File: config.mk
export PLATFORM = sky130hd
export DESIGN_NAME = glove_region_detector
export DESIGN_NICKNAME = d
export VERILOG_FILES = /design/src/rtl/glove_region_detector_pkg.sv /design/src/rtl/glove_region_detector_region_debounce.sv /design/src/rtl/glove_region_detector.sv
export SDC_FILE = /design/constraint.sdc
export NUM_CORES = 1
export LEC_CHECK = 0
export CAP_MARGIN = 10
export CORE_MARGIN = 2
export CORE_UTILIZATION = 31
export CTS_CLUSTER_DIAMETER = 80
export CTS_CLUSTER_SIZE = 30
export DETAILED_ROUTE_END_ITERATION = 10
export SLEW_MARGIN = 15
export SYNTH_ARGS = -nofsm -noshare
export SYNTH_HDL_FRONTEND = slang
export SYNTH_SLANG_ARGS = --single-unit
File: constraint.sdc
create_clock -name clk -period 3.6 [get_ports clk]
set_input_delay 0.36 -clock clk [delete_from_list [all_inputs] [get_ports clk]]
set_output_delay 0.36 -clock clk [all_outputs]
set_load 0.01 [all_outputs]
File: src/rtl/glove_region_detector_pkg.sv
// Shared constants, FSM encoding and band lookup for the glove region detector.
package glove_region_detector_pkg;

    localparam int H_ACTIVE  = 640;
    localparam int V_ACTIVE  = 480;
    localparam int REGION_W  = 160;
    localparam int NUM_BANDS = 4;

    localparam int BAND_RED    = 0;
    localparam int BAND_GREEN  = 1;
    localparam int BAND_BLUE   = 2;
    localparam int BAND_YELLOW = 3;

    localparam logic [7:0] R_MIN   = 8'd150;
    localparam logic [7:0] RG_DIFF = 8'd60;
    localparam logic [7:0] RB_DIFF = 8'd60;

    localparam int PIX_THRESH = 2000;
    localparam int DEB_FRAMES = 3;
    localparam int DEB_W      = 4;
    localparam int CNT_W      = 17;

    typedef enum logic [1:0] {
        WAIT_FRAME = 2'd0,
        ACCUM      = 2'd1,
        EVAL       = 2'd2
    } state_t;

    // Vertical band index for an on-screen column (x_pos / REGION_W).
    function automatic logic [1:0] band_of(input logic [9:0] x);
        if (x < 10'(REGION_W))
            return 2'd0;
        else if (x < 10'(2 * REGION_W))
            return 2'd1;
        else if (x < 10'(3 * REGION_W))
            return 2'd2;
        else
            return 2'd3;
    endfunction

endpackage

File: src/rtl/glove_region_detector_region_debounce.sv
// Per-band flag debouncer: a flag only changes after DEB_FRAMES consecutive
// evaluations disagree with it.
module region_debounce
    import glove_region_detector_pkg::*;
(
    input  logic clk,
    input  logic rst_n,
    input  logic eval,
    input  logic hit,
    output logic flag
);

    logic [DEB_W-1:0] deb_cnt;

    // Count disagreeing evaluations; toggle the flag when the run is long enough.
    always_ff @(posedge clk or negedge rst_n) begin
        if (!rst_n) begin
            deb_cnt <= '0;
            flag    <= 1'b0;
        end else if (eval) begin
            if (hit == flag) begin
                deb_cnt <= '0;
            end else if (deb_cnt == DEB_W'(DEB_FRAMES - 1)) begin
                flag    <= ~flag;
                deb_cnt <= '0;
            end else begin
                deb_cnt <= deb_cnt + 1'b1;
            end
        end
    end

endmodule

File: src/rtl/glove_region_detector.sv
// Glove region detector: classifies pixels, counts glove pixels per vertical
// band, and once per frame publishes debounced red/green/blue/yellow flags.
module glove_region_detector
    import glove_region_detector_pkg::*;
#(
    parameter int DATA_W = 8
) (
    input  logic              clk,
    input  logic              rst_n,
    input  logic              frame_start,
    input  logic              pixel_valid,
    input  logic [9:0]        x_pos,
    input  logic [9:0]        y_pos,
    input  logic [DATA_W-1:0] pix_r,
    input  logic [DATA_W-1:0] pix_g,
    input  logic [DATA_W-1:0] pix_b,
    output logic              red_flag,
    output logic              green_flag,
    output logic              blue_flag,
    output logic              yellow_flag,
    output logic              flags_valid
);

    // Colour test; differences are taken one bit wider and signed so a
    // component larger than red gives a negative result instead of wrapping.
    function automatic logic is_glove(input logic vld, input logic [9:0] x, input logic [9:0] y,
                                      input logic [DATA_W-1:0] r, input logic [DATA_W-1:0] g,
                                      input logic [DATA_W-1:0] b);
        logic signed [DATA_W:0] rg;
        logic signed [DATA_W:0] rb;
        rg = $signed({1'b0, r}) - $signed({1'b0, g});
        rb = $signed({1'b0, r}) - $signed({1'b0, b});
        return vld && (x < 10'(H_ACTIVE)) && (y < 10'(V_ACTIVE))
            && (r >= DATA_W'(R_MIN))
            && (rg >= $signed({1'b0, DATA_W'(RG_DIFF)}))
            && (rb >= $signed({1'b0, DATA_W'(RB_DIFF)}));
    endfunction

    // Saturating increment so an oversized band never wraps back below threshold.
    function automatic logic [CNT_W-1:0] sat_inc(input logic [CNT_W-1:0] v);
        return (&v) ? v : v + 1'b1;
    endfunction

    state_t           state;
    logic [CNT_W-1:0] cnt    [NUM_BANDS];
    logic [CNT_W-1:0] snap_p1[NUM_BANDS];
    logic             glove_p0;
    logic [1:0]       band_p0;
    logic             eval_p1;
    logic [NUM_BANDS-1:0] hit_p1;
    logic [NUM_BANDS-1:0] band_flag;

    // ---- stage p0: per-pixel classification ----
    assign glove_p0 = is_glove(pixel_valid, x_pos, y_pos, pix_r, pix_g, pix_b);
    assign band_p0  = band_of(x_pos);

    // Frame sequencing, band accumulation and end-of-frame snapshot.
    always_ff @(posedge clk or negedge rst_n) begin
        if (!rst_n) begin
            state       <= WAIT_FRAME;
            flags_valid <= 1'b0;
            for (int b = 0; b < NUM_BANDS; b++) begin
                cnt[b]     <= '0;
                snap_p1[b] <= '0;
            end
        end else begin
            flags_valid <= (state == EVAL);
            case (state)
                WAIT_FRAME: begin
                    if (frame_start) begin
                        for (int b = 0; b < NUM_BANDS; b++)
                            cnt[b] <= '0;
                        state <= ACCUM;
                    end
                end
                ACCUM, EVAL: begin
                    if (frame_start) begin
                        // A glove pixel on the boundary cycle opens the new frame.
                        for (int b = 0; b < NUM_BANDS; b++) begin
                            snap_p1[b] <= cnt[b];
                            cnt[b]     <= (glove_p0 && band_p0 == 2'(b)) ? CNT_W'(1) : '0;
                        end
                        state <= EVAL;
                    end else begin
                        for (int b = 0; b < NUM_BANDS; b++)
                            if (glove_p0 && band_p0 == 2'(b))
                                cnt[b] <= sat_inc(cnt[b]);
                        state <= ACCUM;
                    end
                end
                default: state <= WAIT_FRAME;
            endcase
        end
    end

    // ---- stage p1: threshold the snapshot during the EVAL cycle ----
    assign eval_p1 = (state == EVAL);

    // Per-band hit decision from the frozen snapshot.
    always_comb begin
        hit_p1 = '0;
        for (int b = 0; b < NUM_BANDS; b++)
            hit_p1[b] = (snap_p1[b] >= CNT_W'(PIX_THRESH));
    end

    // ---- stage p2: debounced flags ----
    for (genvar gb = 0; gb < NUM_BANDS; gb++) begin : g_band
        region_debounce u_deb (
            .clk   (clk),
            .rst_n (rst_n),
            .eval  (eval_p1),
            .hit   (hit_p1[gb]),
            .flag  (band_flag[gb])
        );
    end

    assign red_flag    = band_flag[BAND_RED];
    assign green_flag  = band_flag[BAND_GREEN];
    assign blue_flag   = band_flag[BAND_BLUE];
    assign yellow_flag = band_flag[BAND_YELLOW];

endmodule

==> After elaboration in Yosys (flattened, before gate mapping) <==
Index checks and enable logic that the tools add are counted.
{ "totals": {"mem_bits_ro": 0, "inputBits": 48, "latch_bits": 0, "reg_bits": 159, "ram_bits": 0, "memories": 0, "output_inout_bits": 5, "elab_cells": 125} }
{ "classes": {"n_reduce_logical": 26, "order_cmp": 12, "mul": 0, "n_eq_ne": 22, "addsub": 10, "shift": 0, "n_div": 0, "mux": 29, "bitwise_logic": 8} }
{ "op_table": {"columns": ["cell", "n"], "rows": [
  ["$mux W17", 8],
  ["$mux W68", 2],
  ["$pmux W68 S2", 1],
  ["$add A17 B1 Y17 const B", 4],
  ["$ge A17 B11 Y1 const B", 4],
  ["$reduce_and A17 Y1", 4],
  ["$mux W4", 8],
  ["$lt A10 B9 Y1 const B", 3],
  ["$ne A3 B3 Y1 const B", 8],
  ["$ge A9 B7 Y1 const B", 2],
  ["$sub A8 B8 Y9", 2],
  ["$add A4 B1 Y4 const B", 4],
  ["$eq A4 B2 Y1 const B", 4],
  ["$reduce_and A4 Y1", 4],
  ["$reduce_and A3 Y1", 4],
  ["$lt A10 B10 Y1 const B", 1],
  ["$lt A10 B8 Y1 const B", 1],
  ["$logic_and A1 B1 Y1", 9],
  ["$ge A8 B8 Y1 const B", 1],
  ["$mux W2", 4],
  ["$not A1 Y1", 8],
  ["$eq A2 B2 Y1 const B", 3],
  ["$mux W1", 5],
  ["$eq A1 B1 Y1", 4],
  ["other kinds (7)", 9]
]} }

==> Logic depth before layout (Yosys ltp) <==
Gate-level depths: netlist (run 1).
{ "depth": {"word_depth": 10, "depth_mapped": 14, "depth_no_buf": 13} }

==> By module <==
A second synthesis (run 1) with hierarchy kept.
{ "unflattened": {"hier_cells": 783, "area_unflattened_um2": 7953.9} }
{ "by_module_without_submodules": {"columns": ["module", "seq_area_each_um2", "n_inst", "cells_each", "area_per_inst_um2"], "rows": [
  ["glove_region_detector", 3078.0, 1, 691, 6897.9],
  ["region_debounce", 125.1, 4, 23, 264.0]
]} }

==> Least setup slack after synthesis (run 1) <==
Ideal clock, no wire load.
{ "synth_path": {"kind": "input-to-reg", "startpoint": "in pix_r[0]", "endpoint": "reg cnt[66] in the netlist's numbering", "arrival_ps": 3053, "required_time_ps": 3523, "path_stages": 12, "path_buffers": 1, "setup_ps": 77, "path_slack_ps": 469, "cell_sequence": "inv_1 ha_1 fa_1 nand2b_1 a21oi_1 mux2i_1 nor4_2 or3_1 buf_6 o31a_4 or4_1 a21oi_1"} }
{ "synth_via": {"elab_chain_cells": 7, "elab_cells_between_ends": 11, "cone_classes": "2 x add/sub; 3 x order compare; 1 x eq/ne; 5 x reduce/logical"} }
{ "synth_lines": {"columns": ["item", "line_no", "text"], "rows": [
  ["start: declaration", "glove_region_detector.sv:14", "input logic [DATA_W-1:0] pix_r,"],
  ["$sub A8 B8 Y9 / $ge A8 B8 Y1 (equally long branches)", "glove_region_detector.sv:31, glove_region_detector.sv:34", null],
  ["$ge A9 B7 Y1 / $logic_and A1 B1 Y1 (equally long branches)", "glove_region_detector.sv:35, glove_region_detector.sv:34", null],
  ["$logic_and A1 B1 Y1", "glove_region_detector.sv:35", "&& (rg >= $signed({1'b0, DATA_W'(RG_DIFF)}))"],
  ["$logic_and A1 B1 Y1 *", "glove_region_detector.sv:36", "&& (rb >= $signed({1'b0, DATA_W'(RB_DIFF)}));"],
  ["$logic_and A1 B1 Y1 *", "glove_region_detector.sv:86", "if (glove_p0 && band_p0 == 2'(b))"],
  ["$ne A3 B3 Y1 (no source line) *", null, null],
  ["$reduce_and A4 Y1 (no source line) *", null, null],
  ["end signal: indexed assignment", "glove_region_detector.sv:81", "cnt[b] <= (glove_p0 && band_p0 == 2'(b)) ? CNT_W'(1) : '0;"],
  ["end signal: indexed assignment", "glove_region_detector.sv:87", "cnt[b] <= sat_inc(cnt[b]);"],
  ["end: declaration", "glove_region_detector.sv:45", "logic [CNT_W-1:0] cnt [NUM_BANDS];"]
]} }
Mark *: on every way between the ends. The rest lies on a longest branch, timed or not.
A chain may end at the register's enable or synchronous reset.

==> Final worst setup path (run 1) <==
{ "layout_path": {"startpoint": "in pix_r[0]", "endpoint": "reg cnt[64] in the netlist's numbering"} }
The elaborated chain is that of the path after synthesis.

==> impl_metrics.ini, run 1 <==
[outcome]
run_status = finished clean

[synth]
ys.flop_type = dfrtp_1
synth.most_common_cell = dfrtp_1
synth-seq-area-share_pct = 45.8
syn_avg_cell_area_um2 = 9.71
ys_warn_count = 0
synth_top_area_share_pct = 45.8
synthTopCellsByArea = dfrtp_1, mux2_2, ha_1
synth_commonest_cells = dfrtp_1, nor2_1, nand2_1, mux2_2, nand3_1
netlist_area_mm2 = 0.00781
async_reset_ff_share_pct = 100
synth_edf_count = 0
synthCells = 804
ys_ff_latch = 143
synth_fp_nets = 881
synth_top_cell_by_area = dfrtp_1
synth.distinct_cells = 62

[worst_setup_path]
critPathCaptureType = register
critical_path_arrival_ns = 3.64
reg2reg_depth = 14
reg2reg_slack_ns = 0.40
crit_end = cnt[64]
reg2reg_from = cnt[38]
r2r-end = cnt[44]
cp.required_ns = 3.95
crit_path_start_kind = primary input
critical_path_class = in2reg
worstPathMaxFanout = 7
worstSetupStartpoint = pix_r[0]

[floorplan]
core_area_mm2 = 0.0250
die-area_mm2 = 0.0265
die_h_um = 163
num_io_pins = 53
dieWidth_um = 163
start_util_pct = 31.3
core.rowCount = 58

[clock_network]
cts_max_level = 4
clockBufferDepth = 2
cts-root-buf = clkbuf_16
cts_buffers = 17
clk_latency_ns = 0.42
cts_resized = 0
numClockSinks = 143
clk_pin_slew_ns = 0.06
cts_tree = done

[timing]
finalClockSkew_ns = 0.0129
final.min_clock_period_ns = 3.30
slew-limit-headroom_pct = 34.3
max_freq_ghz = 0.303
slew_viol_final = 0
worst_slew_pin_slew_ns = 0.986
finalSetupViolCount = 0
hold_viol_final = 0
post-route-period-util_pct = 91.6
rsz0062_at_grt = false

[drt]
drt_iter0_markers = 275
routedWlPerCell_um = 13.1
drt_wl_total_um = 15800
vias = 5917
first_pass_iters = 4
viasPerCell = 4.89
drt_drc_violations_left = 0
ant_nets = 0

[worst_hold_path]
hold_path.class = reg2reg

[layout]
syn2layout_area_growth_pct = 20.7
num-fill-cells = 2526
antenna_cells = 0
drive_gt1_share_pct = 14.8
fin_nets = 945
fin_util_pct = 37.8
multiInputGateArea_mm2 = 0.00393
regArea_mm2 = 0.00358

[placement]
io_buffers = 42
place_congestion = 0.756
dpl.hpwl_um = 11100

[power_and_ir_drop]
leakage_nw = 4.05
max-vdd-ir-drop_mv = 0.289
p_sw_share_pct = 30.1
p_total_mw = 4.54
pwr-share-comb_pct = 23.4
power_frac_seq_pct = 37.3
cellPowerDensity_mw_per_mm2 = 482
internal-power_mw = 3.17
clkPwrFrac_pct = 39.3
switching_power_mw = 1.37

[grt]
grt_antenna_before_repair = 0
grt_pass1_vias = 5896
grt.overflow.total = 0
grt_util_all_layers_pct = 12.7
grt_start_max_net_pins = 81
grt_pass1_wl_um = 27700

[job]
timing.max_cap.violations = 0
[cell usage in the layout, fill, tap and decap left out, types with 17 or more instances in the layout]
master,synthesis,layout
a21oi_1,39,39
buf_4,1,34
clkbuf_16,0,17
clkdlybuf4s50_1,0,41
dfrtp_1,143,143
ha_1,27,27
inv_1,42,42
mux2_2,50,50
nand2_1,52,51
nand3_1,47,47
nand4_1,17,17
nor2_1,67,66
nor4_1,22,22
o21ai_0,34,34
or3_1,18,18
xnor2_1,36,36
[worst max-delay path: stages]
cell and delay [ns]:
clkdlybuf4s50_1 0.45, inv_1 0.05, ha_1 0.22, fa_1 0.39, nand2b_1 0.17, a21oi_1 0.23, mux2i_1 0.26, nor4_2 0.10
or3_1 0.39, o31a_4 0.39, or4_1 0.47, a21oi_1 0.15
[cell families after synthesis]
logic type,after synthesis,synth area share [%]
flops,143,45.8
xor+xnor,49,5.50
mux,54,7.74
compound gates,137,10.7
simple gates,315,21.4
fa+ha+maj,29,4.84
buf+inv,77,4.02
[worst min path at each step]
stage / start / end / slack (ns) / cells past startpoint
finish: snap_p1[16] / snap_p1[16] / 0.48 / 2
global route: snap_p1[28] / snap_p1[28] / 0.52 / 1
CTS: snap_p1[16] / snap_p1[16] / 0.49 / 2
detailed placement: rst_n / g_band[0].u_deb.flag / 0.39 / 1
global placement: rst_n / g_band[2].u_deb.deb_cnt[3] / 0.39 / 1
floorplan: rst_n / cnt[0] / 0.06 / 0
[state kept, by name, summed over array words and instances, names as in the netlist]
name and cells:
state 2, g_band.u_deb.deb_cnt 16, cnt 68, flags_valid 1, snap_p1 52, g_band.u_deb.flag 4
[routing by layer]
| metal | part of all wire (%) | vias up | track usage, % |
|---|---|---|---|
| met2 | 45 | 70 | 19.7 |
| met4 | 0.52 | 0 | 3.42 |
| met1 | 52 | 2833 | 17.8 |
| li1 | - | 3007 | - |
| met5 | 0 | - | 0 |
| met3 | 2.5 | 7 | 3.06 |
[metrics by stage]
stage               instance area (µm²)  TNS, ns  cells  hold slack (ns)  setup slack [ns]
CTS                                9430        0   1210            0.490             0.306
floorplan                          7810        0    804           0.0644             0.469
global route                       9430        0   1210            0.519             0.118
detailed placement                 8810    -1.79   1178            0.390            -0.133
global placement                   8810    -1.03   1178            0.391            -0.113
finish                             9430        0   1210            0.484             0.304
[power by group through the flow]
stage / sequential [mW] / combinational [mW] / clock, mW
after floorplan: 1.71 / 0.709 / 0
after global placement: 1.72 / 1.06 / 0
after detailed placement: 1.72 / 1.07 / 0
after CTS: 1.69 / 1.07 / 1.84
after global routing: 1.70 / 1.18 / 1.91
final: 1.69 / 1.06 / 1.79
[area by class of cell]
type	instances	share of cell area [%]
Clock inverter	12	1.69
Timing Repair Buffer	80	7.93
Sequential cell	143	38.0
Multi-Input combinational cell	584	41.7
Clock buffer	19	4.70
Tap cell	330	4.38
Inverter	42	1.67
[timing repair]
item | 4_1_cts | 5_1_grt
buffers inserted | 0 | 0
endpoints found under the setup margin | 0 | 0
hold endpoints to repair | 63 | 0
hold buffers | 1 | 0
No activity file was read; power rests on OpenSTA's default activity.
==> inputs of run 2 (changes only) <==
--- a/config.mk
+++ b/config.mk
@@ -11,6 +11,7 @@
 export CTS_CLUSTER_DIAMETER = 80
 export CTS_CLUSTER_SIZE = 30
 export DETAILED_ROUTE_END_ITERATION = 10
+export GPL_TIMING_DRIVEN = 0
 export SLEW_MARGIN = 15
 export SYNTH_ARGS = -nofsm -noshare
 export SYNTH_HDL_FRONTEND = slang
==> run 2 against run 1 <==
Compared with the run above: clock power rose by 5%; core utilization fell by 0.17 points; die area did not move; global-route usage rose by 0.73 points; highest routed layer unchanged; sequential power barely moved.
==> impl_metrics.ini, run 2 (synthesis results as in run 1) <==
[timing]
slew_viol_final = 0
hold_viol_final = 0
holdWs_ns = 0.330
rsz0062_at_grt = true
final.min_clock_period_ns = 3.46
finalSetupViolCount = 0
slew-limit-headroom_pct = 17.4
post-route-period-util_pct = 96.1
finalClockSkew_ns = 0.00733
max_freq_ghz = 0.289
worst_slew_pin_slew_ns = 1.23

[layout]
largest_reg_flops = 68
finalNonFillerCells = 1208
syn2layout_area_growth_pct = 20.1
fin_area_mm2 = 0.00938
fin_nets = 943
largestRegisters = cnt (68), snap_p1 (52), g_band.u_deb.deb_cnt (16)
regMostFlops = cnt
layout_common_cells = dfrtp_1, nor2_1, nand2_1
drive_gt1_share_pct = 12.2
antenna_cells = 0
final_common_cell = dfrtp_1

[floorplan]
start_util_pct = 31.3
die_h_um = 163
core_area_mm2 = 0.0250
dieWidth_um = 163
die-area_mm2 = 0.0265
core.rowCount = 58
num_io_pins = 53

[grt]
grt_pass1_wl_um = 28500
grt_antenna_before_repair = 1
grt.overflow.total = 0
grt_pass1_vias = 5825
grt_start_max_net_pins = 83
grt_util_all_layers_pct = 13.4

[outcome]
run_status = finished clean

[placement]
io_buffers = 41
place_congestion = 0.775
dpl_cell_area_mm2 = 0.00867
dpl.hpwl_um = 12300
dp_cells = 1176

[worst_hold_path]
hold_path.class = in2reg

[clock_network]
numClockSinks = 143
cts_buffers = 17
cts_tree = done
clk_latency_ns = 0.42
cts_setup_buffers = 0
cts_max_level = 4
clk_pin_slew_ns = 0.06
clockBufferDepth = 2
cts-root-buf = clkbuf_16

[worst_setup_path]
critical_path_arrival_ns = 3.80
max_stage_delay_ns = 0.60
cp.required_ns = 3.94
slowest_stage = or4b_1
reg2reg_slack_ns = 0.30
reg2reg_depth = 14
cp_common_cell = inv_1
crit_end = cnt[8]
critPathCaptureType = register
reg2reg_from = cnt[39]
crit_chain = clkdlybuf4s50_1 -> inv_1 -> ha_1 -> fa_1 -> inv_1 -> a21oi_1 -> o21ai_2 -> a31oi_1 -> or4b_1 -> clkbuf_4 -> nand2b_4 -> buf_6 -> or4_1 -> a21oi_2
r2r-end = cnt[48]
crit_path_start_kind = primary input
worstSetupStartpoint = pix_r[0]
critical_path_class = in2reg
worstPathMaxFanout = 10

[drt]
ant_nets = 0
drt_iter0_markers = 363
drt_wl_total_um = 17200
routedWlPerCell_um = 14.2
viasPerCell = 4.98
vias = 6016
first_pass_iters = 4
drt_drc_violations_left = 0

[job]
timing.max_cap.violations = 0

[power_and_ir_drop]
p_total_mw = 4.66
leakage_nw = 3.97
cellPowerDensity_mw_per_mm2 = 496
max-vdd-ir-drop_mv = 0.269
## run 2: cell count changes in the layout (fill, tap and decap cells not counted), sizes merged
cell / before / now
buf: 38 / 19
bufinv: 3 / 4
clkbuf: 19 / 37
clkdlybuf4s50: 41 / 39
clkinv: 5 / 4
dlymetal6s2s: 0 / 1
## run 2: per-stage QoR
| step | setup WS, ns | utilization, % | TNS, ns |
|---|---|---|---|
| floorplan | 0.469 | - | 0 |
| global placement | -3.76 | 34.6 | -551.06 |
| detailed placement | -0.384 | 34.7 | -13.80 |
| CTS | 0.0579 | 37.3 | 0 |
| global route | -0.0249 | 37.6 | -0.0556 |
| finish | 0.141 | 37.6 | 0 |
## run 2: worst min-delay path by stage
stage                                             to  slack (ns)        start  depth (start not counted)
final                                       state[0]        0.33  frame_start                          3
after global routing                        state[0]        0.33  frame_start                          3
after CTS                                   state[0]        0.31  frame_start                          3
after detailed placement  g_band[0].u_deb.deb_cnt[1]        0.33        rst_n                          1
after global placement                   snap_p1[48]        0.48  snap_p1[48]                          1
after floorplan                               cnt[0]        0.06        rst_n                          0
## run 2: final cells by class
| type | count | area [µm²] |
|---|---|---|
| fill | 2514 | 15600 |
| multi-input combinational | 584 | 3990 |
| sequential | 143 | 3580 |
| timing repair buffer | 43 | 455 |
| clock buffer | 19 | 443 |
| tap | 330 | 413 |
| clock inverter | 12 | 184 |
| buffer | 35 | 159 |
| inverter | 42 | 158 |
## run 2: per-layer routing
metal | part of all wire, % | global-route usage (%) | vias to the layer above
met5 | 0 | 0 | -
met3 | 3.5 | 3.62 | 12
met4 | 0.94 | 4.10 | 0
met2 | 45 | 20.9 | 89
met1 | 50 | 18.3 | 2898
li1 | - | - | 3017
## run 2: repair_timing
| item | in CTS | in global routing |
|---|---|---|
| setup endpoints to repair | 1 | 36 |
| endpoints found under the hold margin | 61 | 0 |
| pin swaps | 0 | 1 |
| gates resized for setup | 1 | 13 |
| hold buffers | 1 | 0 |
## run 2: worst max-delay path: cells and delay by family
family	cells	cell delay, ns
buffers and inverters	5	0.94
and+or+nand+nor	3	1.17
AOI/OAI and AO/OA	4	0.69
adders and majority gates	2	0.64
## run 2: where the power goes
part           internal (mW)  total [mW]  switching, mW  leakage (nW)
registers               1.65        1.69         0.0389          1.99
clock network           1.18        1.88          0.696         0.300
logic                  0.365        1.09          0.725          1.68
total                   3.20        4.66           1.46          3.97
==> inputs of run 3 (changes only) <==
==> constraint.sdc (replaced) <==
create_clock -name clk -period 3.1 [get_ports clk]
set_input_delay 0.31 -clock clk [delete_from_list [all_inputs] [get_ports clk]]
set_output_delay 0.31 -clock clk [all_outputs]
set_load 0.01 [all_outputs]
==> run 3 against run 2 <==
Compared with the run above: flip-flop and latch count is the same; critical path depth unchanged; wire length grew 4.8%; worst setup slack got worse by 0.11 ns; register-to-register slack worse by 0.27 ns; sequential share of layout area decreased by 2.3 points; core utilization up 2.4 points; non-clock buffer count increased by 21; combinational power rose by 28%; largest cell class unchanged.
==> impl_metrics.ini, run 3 (synthesis results as in run 1) <==
[layout]
num-fill-cells = 2451
drive_gt1_share_pct = 21.7
largest_reg_flops = 68
final_common_cell = dfrtp_1
syn2layout_area_growth_pct = 27.8
fin_nets = 965
largestRegisters = cnt (68), snap_p1 (52), g_band.u_deb.deb_cnt (16)
finalNonFillerCells = 1231
regMostFlops = cnt
layout_common_cells = dfrtp_1, nor2_1, nand2_1

[clock_network]
cts-root-buf = clkbuf_16
numClockSinks = 143
cts_tree = done
clk_latency_ns = 0.42
clockBufferDepth = 2
cts_buffers = 17
clk_pin_slew_ns = 0.06
cts_max_level = 4

[timing]
max_freq_ghz = 0.326
finalClockSkew_ns = 0.00782
final.setup.worst_slack_ns = 0.0309
worst_slew_pin_slew_ns = 1.20
holdWs_ns = 0.278
post-route-period-util_pct = 99.0
finalSetupViolCount = 0
final.min_clock_period_ns = 3.07
rsz0062_at_grt = true
hold_viol_final = 0
slew-limit-headroom_pct = 19.4
slew_viol_final = 0

[worst_setup_path]
worstPathMaxFanout = 5
critPathTopFamily = simple AND/OR/NAND/NOR gates
max_stage_delay_ns = 0.41
crit_buf_inv = 1
critical_path_class = reg2reg
reg2reg_depth = 14
slowest_stage = dfrtp_2
critPathCaptureType = register
cp.required_ns = 3.43
critical_path_arrival_ns = 3.40
crit_chain = and3_4 -> and3_4 -> and3_4 -> and3_4 -> nand4_1 -> nor2_1 -> ha_2 -> nor3_2 -> nand2b_1 -> nor4_4 -> nand4_1 -> clkbuf_8 -> or3_4 -> a21oi_2
path_depth = 14
crit_path_start_kind = register
cp_common_cell = and3_4

[placement]
dp_cells = 1176
place_congestion = 0.775
dpl_worst_slack_ns = -0.834
io_buffers = 41
dpl.hpwl_um = 12300

[drt]
viasPerCell = 5.04
routedWlPerCell_um = 14.6
drt_iter0_markers = 300
first_pass_iters = 6
drt_drc_violations_left = 0
ant_nets = 0
drt_wl_total_um = 18000
vias = 6209

[grt]
grt_antenna_before_repair = 1
grt_util_all_layers_pct = 13.9
grt_start_max_net_pins = 83
grt_pass1_wl_um = 29500
grt_pass1_vias = 6010
grt.overflow.total = 0

[power_and_ir_drop]
leakage_nw = 4.14
max-vdd-ir-drop_mv = 0.312
cellPowerDensity_mw_per_mm2 = 555

[worst_hold_path]
hold_path.class = in2reg
holdPathStages = 3

[floorplan]
core.rowCount = 58
die-area_mm2 = 0.0265
num_io_pins = 53
start_util_pct = 31.3
die_h_um = 163
dieWidth_um = 163
core_area_mm2 = 0.0250

[job]
timing.max_cap.violations = 0

[outcome]
run_status = finished clean
-- run 3: changes by cell type in the layout (fill, tap and decap cells not counted), sizes merged --
cell / previous run / this run
buf: 19 / 40
clkdlybuf4s50: 39 / 35
dlygate4sd2: 0 / 3
diode: 0 / 1
dlymetal6s2s: 1 / 2
nand2b: 15 / 16
-- run 3: final timing paths --
check	from	to	slack, ns
min	frame_start	state[0]	0.28
min reg2reg	snap_p1[46]	snap_p1[46]	0.50
max reg2reg	cnt[38]	cnt[48]	0.03
min in group asynchronous	rst_n	g_band[0].u_deb.deb_cnt[1]	0.41
max	cnt[38]	cnt[48]	0.03
max in group asynchronous	rst_n	cnt[35]	1.91
-- run 3: cell type report --
class / instances / area [µm²] / share of cell area, %
multi-input cells: 585 / 4390 / 44.0
flip-flops and latches: 143 / 3580 / 35.9
repair buffers: 65 / 632 / 6.33
clock buffers: 19 / 443 / 4.44
well taps: 330 / 413 / 4.14
clock inverters: 12 / 184 / 1.84
plain buffers: 34 / 180 / 1.81
inverters: 42 / 158 / 1.58
diodes: 1 / 2.50 / 0.0251
-- run 3: worst min-delay path, stage by stage --
cell and delay [ns]:
buf_2 0.14, a21oi_1 0.12, o21ai_0 0.07
-- run 3: per-stage QoR --
stage / area, µm² / total power, mW / setup TNS [ns] / utilization (%)
3_3_place_gp: 8630 / 3.23 / -645.20 / 34.6
6_report: 9980 / 5.54 / 0 / 40.0
4_1_cts: 9600 / 5.52 / -0.00162 / 38.4
5_1_grt: 9980 / 5.84 / -0.838 / 40.0
3_5_place_dp: 8670 / 3.25 / -43.78 / 34.7
2_1_floorplan: 7810 / 2.81 / 0 / -
-- run 3: power by group --
group | internal, mW | total, mW | switching (mW)
clock | 1.37 | 2.17 | 0.804
sequential | 1.92 | 1.97 | 0.0463
combinational | 0.486 | 1.40 | 0.914
-- run 3: what timing repair did --
item / in CTS / in global routing
setup endpoints to repair: 65 / 60
pin swaps: 20 / 20
buffers inserted: 8 / 13
gates cloned: 1 / 1
gates resized for setup: 50 / 62
endpoints found under the hold margin: 61 / 0
hold buffers: 1 / 0
-- run 3: metal layers --
layer / GRT usage [%] / share of wire (%)
met2: 21.7 / 46
met3: 3.36 / 3.9
met4: 4.26 / 1.5
met1: 19.0 / 49
met5: 0 / 0
